$ cat src/rtl/mem_ctrl_pkg.sv
// Shared size codes, FSM encoding and lane-alignment helpers for mem_access_ctrl.
// Optional macro MEM_CTRL_MISALIGN_TRAP_EN selects trap vs. force-align for misaligned requests.
package mem_ctrl_pkg;

  localparam int DATA_W = 32;

  localparam logic [1:0] SZ_BYTE = 2'd0;
  localparam logic [1:0] SZ_HALF = 2'd1;
  localparam logic [1:0] SZ_WORD = 2'd2;

  typedef enum logic [1:0] {IDLE, READ, WRITE, RESP} state_e;

  // Size code 3 is reserved and behaves as a word.
  function automatic logic is_misaligned(input logic [1:0] size, input logic [1:0] off);
    case (size)
      SZ_BYTE: is_misaligned = 1'b0;
      SZ_HALF: is_misaligned = off[0];
      default: is_misaligned = (off != 2'd0);
    endcase
  endfunction

  function automatic logic [1:0] align_off(input logic [1:0] size, input logic [1:0] off);
    case (size)
      SZ_BYTE: align_off = off;
      SZ_HALF: align_off = {off[1], 1'b0};
      default: align_off = 2'd0;
    endcase
  endfunction

endpackage

$ cat src/rtl/byte_lane_merge.sv
// Little-endian lane extraction (with sign/zero extension) and lane insertion for RMW.
// Purely combinational; no latency, no flow control.
module byte_lane_merge
  import mem_ctrl_pkg::*;
(
  input  logic [DATA_W-1:0] rd_word,
  input  logic [DATA_W-1:0] base_word,
  input  logic [DATA_W-1:0] wdata,
  input  logic [1:0]        off,
  input  logic [1:0]        size,
  input  logic              sign_ext,
  output logic [DATA_W-1:0] load_data,
  output logic [DATA_W-1:0] merged
);

  function automatic logic [DATA_W-1:0] extract(input logic [DATA_W-1:0] word,
                                                input logic [1:0] lane,
                                                input logic [1:0] sz,
                                                input logic sgn);
    logic [DATA_W-1:0] sh;
    sh = word >> {lane, 3'b000};
    case (sz)
      SZ_BYTE: extract = {{24{sgn & sh[7]}}, sh[7:0]};
      SZ_HALF: extract = {{16{sgn & sh[15]}}, sh[15:0]};
      default: extract = word;
    endcase
  endfunction

  function automatic logic [DATA_W-1:0] merge(input logic [DATA_W-1:0] base,
                                              input logic [DATA_W-1:0] data,
                                              input logic [1:0] lane,
                                              input logic [1:0] sz);
    logic [DATA_W-1:0] mask;
    case (sz)
      SZ_BYTE: mask = 32'h0000_00FF << {lane, 3'b000};
      SZ_HALF: mask = 32'h0000_FFFF << {lane, 3'b000};
      default: mask = '1;
    endcase
    merge = (base & ~mask) | ((data << {lane, 3'b000}) & mask);
  endfunction

  assign load_data = extract(rd_word, off, size, sign_ext);
  assign merged    = merge(base_word, wdata, off, size);

endmodule

$ cat src/rtl/mem_access_ctrl.sv
// CPU-side load/store controller for a single-port word RAM, with RMW for sub-word stores.
// Latency: load 2, word store 2, sub-word store 3 cycles; ready only in IDLE (1 req / 3 cycles).
// MEM_CTRL_MISALIGN_TRAP_EN: misaligned requests return err instead of being force-aligned.
module mem_access_ctrl
  import mem_ctrl_pkg::*;
#(
  parameter int ADDR_W = 10
) (
  input  logic              io_clk,
  input  logic              io_reset,
  input  logic              io_req_valid,
  output logic              io_req_ready,
  input  logic              io_req_we,
  input  logic [1:0]        io_req_size,
  input  logic              io_req_signed,
  input  logic [31:0]       io_req_addr,
  input  logic [31:0]       io_req_wdata,
  output logic              io_resp_valid,
  output logic [31:0]       io_resp_rdata,
  output logic              io_resp_err,
  output logic              io_ram_we,
  output logic [ADDR_W-1:0] io_ram_addra,
  output logic [31:0]       io_ram_dina,
  input  logic [31:0]       io_ram_douta
);

  state_e              state_q, state_d;
  logic [ADDR_W+1:0]   addr_q;
  logic [1:0]          size_q;
  logic                we_q;
  logic                sgn_q;
  logic [DATA_W-1:0]   wdata_q;
  logic [DATA_W-1:0]   word_q;
  logic [DATA_W-1:0]   rdata_q;
  logic [DATA_W-1:0]   load_data;
  logic [DATA_W-1:0]   merged;
  logic                accept;
  logic                unused_addr_hi;

  // Byte-address bits above the RAM window wrap.
  assign unused_addr_hi = ^io_req_addr[31:ADDR_W+2];

  assign accept = io_req_valid && (state_q == IDLE);

  byte_lane_merge u_lane (
    .rd_word   (io_ram_douta),
    .base_word (word_q),
    .wdata     (wdata_q),
    .off       (align_off(size_q, addr_q[1:0])),
    .size      (size_q),
    .sign_ext  (sgn_q),
    .load_data (load_data),
    .merged    (merged)
  );

`ifdef MEM_CTRL_MISALIGN_TRAP_EN
  logic mis_in;
  logic err_q;
  assign mis_in = is_misaligned(io_req_size, io_req_addr[1:0]);

  always_ff @(posedge io_clk) begin
    if (io_reset)    err_q <= 1'b0;
    else if (accept) err_q <= mis_in;
  end
  assign io_resp_err = err_q & io_resp_valid;
`else
  assign io_resp_err = 1'b0;
`endif

  always_comb begin
    state_d = state_q;
    case (state_q)
      IDLE: begin
        if (io_req_valid) begin
          if (io_req_we && io_req_size != SZ_BYTE && io_req_size != SZ_HALF) state_d = WRITE;
          else                                                                state_d = READ;
`ifdef MEM_CTRL_MISALIGN_TRAP_EN
          if (mis_in) state_d = RESP;
`endif
        end
      end
      READ:    state_d = we_q ? WRITE : RESP;
      WRITE:   state_d = RESP;
      default: state_d = IDLE;
    endcase
  end

  always_ff @(posedge io_clk) begin
    if (io_reset) begin
      state_q <= IDLE;
      addr_q  <= '0;
      size_q  <= SZ_BYTE;
      we_q    <= 1'b0;
      sgn_q   <= 1'b0;
      wdata_q <= '0;
      word_q  <= '0;
      rdata_q <= '0;
    end else begin
      state_q <= state_d;
      if (accept) begin
        addr_q  <= io_req_addr[ADDR_W+1:0];
        size_q  <= io_req_size;
        we_q    <= io_req_we;
        sgn_q   <= io_req_signed;
        wdata_q <= io_req_wdata;
        rdata_q <= '0;
      end
      // RAM data for this cycle's address settles before the closing edge.
      if (state_q == READ) begin
        if (we_q) word_q  <= io_ram_douta;
        else      rdata_q <= load_data;
      end
    end
  end

  assign io_req_ready  = (state_q == IDLE);
  assign io_resp_valid = (state_q == RESP);
  assign io_resp_rdata = rdata_q;
  assign io_ram_we     = (state_q == WRITE);
  assign io_ram_addra  = addr_q[ADDR_W+1:2];
  assign io_ram_dina   = (state_q == WRITE) ? merged : '0;

endmodule

$ cat config.mk
export PLATFORM = sky130hd
export DESIGN_NAME = mem_access_ctrl
export DESIGN_NICKNAME = d
export VERILOG_FILES = /design/src/rtl/mem_ctrl_pkg.sv /design/src/rtl/byte_lane_merge.sv /design/src/rtl/mem_access_ctrl.sv
export SDC_FILE = /design/constraint.sdc
export NUM_CORES = 1
export LEC_CHECK = 0
export ABC_AREA = 1
export CORE_UTILIZATION = 48
export DETAILED_ROUTE_END_ITERATION = 8
export GPL_ROUTABILITY_DRIVEN = 0
export PLACE_DENSITY = 0.82
export SETUP_SLACK_MARGIN = 0.3
export SYNTH_ARGS = -nofsm -noshare
export SYNTH_HDL_FRONTEND = slang
export SYNTH_SLANG_ARGS = --single-unit
export TNS_END_PERCENT = 1
$ cat constraint.sdc
create_clock -name io_clk -period 3.65 [get_ports io_clk]
set_input_delay 0.365 -clock io_clk [delete_from_list [all_inputs] [get_ports io_clk]]
set_output_delay 0.365 -clock io_clk [all_outputs]
set_load 0.02 [all_outputs]
==> results.toml <==
[status]
outcome = "finished with violations"
violations = "design-rule violations"

[die]
die-area_um2 = 12500
fp.coreArea_um2 = 11600
fp.dieH_um = 112
num_io_pins = 181
rows = 39
initial_core_util_pct = 50.0
fp.dieW_um = 112

[synthesis]
syn-cell-area_um2 = 5810
ys_ff_latch = 114
yosys.area_share.adder_pct = 0.862
synth_top_family_by_area = "compound AO/OA/AOI/OAI gates"
synth_cell_types = 35
synth_compound_area_share_pct = 24.0
ys_seq_area_share_pct = 39.3
synthSimpleGateAreaFrac_pct = 23.8
synthMuxAreaShare_pct = 0
synth_xor_area_share_pct = 0
syn_area_per_cell_um2 = 6.80
synth_cells = 854
ys_warn_count = 0
synth_nets = 961

[cts]
cts_tree = "yes"
clk_latency_ns = 0.41
cts_root_buf = "clkbuf_16"
path_clk_slew_ns = 0.06
clockBufferDepth = 2
cts.htree.levels = 4
cts.sinks = 114
cts_buffers = 17

[place]
hpwl_mm = 12.5
placement.io_buffers = 159
dp_cells = 1093
post-place-ws_ns = 0.674
placed_area_um2 = 7250

[pwr]
power_mw = 5.85
powerDensity_nw_per_um2 = 736
vdd_drop_max_mv = 0.411
leakagePower_nw = 3.23

[grt]
grt_max_degree = 94
grt_pass1_vias = 5925
grtUsageTotal_pct = 29.9
grt_pass1_wl_mm = 29.6
antenna_found_initial = 0
overflow = 0

[final_layout]
num_antenna_cells = 0
final_layout_size_suffix_gt1_share_pct = 6.50
layout_common_cells = "clkdlybuf4s50_1 (159), o21ai_0 (129), nor2_1 (124)"
fin_cells = 1128
layout_commonest_cell = "clkdlybuf4s50_1"
syn_to_final_growth_pct = 36.8
fin_util_pct = 68.4
fin_area_um2 = 7950
fillers = 1007
nets = 1079

[worst_setup_path]
slowest_stage = "clkdlybuf4s50_1"
cpPeakStageDelay_ns = 0.65
critPathMaxFanout = 29
reg2reg_slack_ns = 1.24
start_kind = "flop"
cp.arrival_ns = 2.82
cp_cell_sequence = "nor2_4 > nand2_4 > inv_1 > nor2_1 > buf_4 > inv_1 > nand2_1 > a21oi_1 > clkdlybuf4s50_1"
cp-end-kind = "output pin"
timing.critical_path.mode_cell = "inv_1"
critPathKind = "flop to output pin"
crit_required_ns = 3.28

[sta]
fin_skew_ns = 0.00848
worstMarginPinSlew_ns = 1.03
setup_tns_ns = 0
hold_ws_ns = 0.480
finalSetupViolCount = 0
rsz0062_at_grt = "no"
slew_viol_final = 0
finalHoldViolations = 0
setup_ws_ns = 0.464
finalCriticalPeriod_ns = 3.19
max_freq_mhz = 314
timing.final.crit_share_pct = 87.3
slew_headroom_pct = 31.4

[routing]
antenna_violating_nets_post_route = 0
drc = 8
via_per_inst = 5.60
wl_per_cell_um = 16.3
route.vias.total = 6322
firstDrtPassIters = 8
drt_wl_total_mm = 18.4
drt-initial-drc-count = 947

[flow_run]
drv_cap = 0

[hold_path]
hp-class = "flop to flop"
## worst max-delay path: cells and delay by family (launching register included)
kind                   cells  cell delay, ns
buffers and inverters      4            1.20
and+or+nand+nor            4            0.61
DFF                        1            0.37
AOI/OAI and AO/OA          1            0.22
## metal layers
layer / part of all wire (%) / global-route usage, % / up-vias
met1: 41 / 38.5 / 2881
li1: - / - / 3040
met4: 3.1 / 12.8 / 0
met5: 0 / 0 / -
met2: 47 / 47.8 / 344
met3: 9.0 / 7.24 / 57
## area by class of cell
type | instances | area (um2) | share of cell area (%)
multi-input combinational | 589 | 2850 | 35.8
timing repair buffer | 172 | 1690 | 21.3
clock buffer | 19 | 443 | 5.57
inverter | 78 | 298 | 3.75
tap | 143 | 179 | 2.25
sequential | 114 | 2280 | 28.7
clock inverter | 13 | 209 | 2.63
## synthesized netlist by cell type
master,count,share of area [%]
nor2_2,1,0.11
nor2_1,124,8.0
nand3_1,66,5.7
nor2_4,1,0.19
inv_2,3,0.19
nand2_1,107,6.9
conb_1,1,0.065
nand3b_4,1,0.34
o21ai_0,129,11
a21boi_0,3,0.39
inv_1,73,4.7
nand3b_1,3,0.39
o21bai_1,4,0.52
ha_1,4,0.86
clkbuf_1,35,2.3
buf_4,16,2.1
o21ai_1,2,0.17
buf_6,7,1.4
dfxtp_1,114,39
o21ai_2,1,0.15
buf_1,3,0.19
nand2_2,2,0.22
nand4_1,10,1.1
buf_2,12,1.0
a21oi_2,3,0.45
clkinv_1,1,0.065
a21oi_4,1,0.28
inv_4,1,0.11
nand2_8,1,0.34
nand3_4,1,0.30
a211oi_1,2,0.26
a31oi_1,1,0.11
o211ai_1,5,0.65
nand3_2,1,0.17
a21oi_1,115,9.9
## kinds of logic (layout without fill, tap and decap cells)
family	after synthesis	count (layout)
fa+ha+maj	4	4
compound gates	266	266
simple gates	318	318
buf+inv	151	282
flops	114	114
other cells	1	1
## registers in the layout, summed over array words and instances (netlist names)
register and count:
state_q 2, word_q 32, addr_q 12, sgn_q 1, wdata_q 32, we_q 1, size_q 2, io_resp_rdata 32
## power breakdown
| group | switching, mW | total [mW] | leakage [nW] | internal, mW |
|---|---|---|---|---|
| logic | 1.42 | 2.29 | 1.98 | 0.869 |
| registers | 0.184 | 1.73 | 0.935 | 1.54 |
| clock network | 0.607 | 1.84 | 0.321 | 1.23 |
## final timing paths
check             start               to  cells past startpoint
max           size_q[1]  io_ram_dina[16]                      9
min          addr_q[11]       addr_q[11]                      2
max reg2reg  state_q[1]       word_q[27]                      7
min reg2reg  addr_q[11]       addr_q[11]                      2
## repair_timing
action | in CTS | in global routing
setup endpoints to repair | 7 | 26
setup buffers | 0 | 3
pin swaps | 0 | 1
hold buffers | 0 | 0
resized for setup | 0 | 6
hold endpoints to repair | 0 | 0
(Power assumes the default switching activity.)
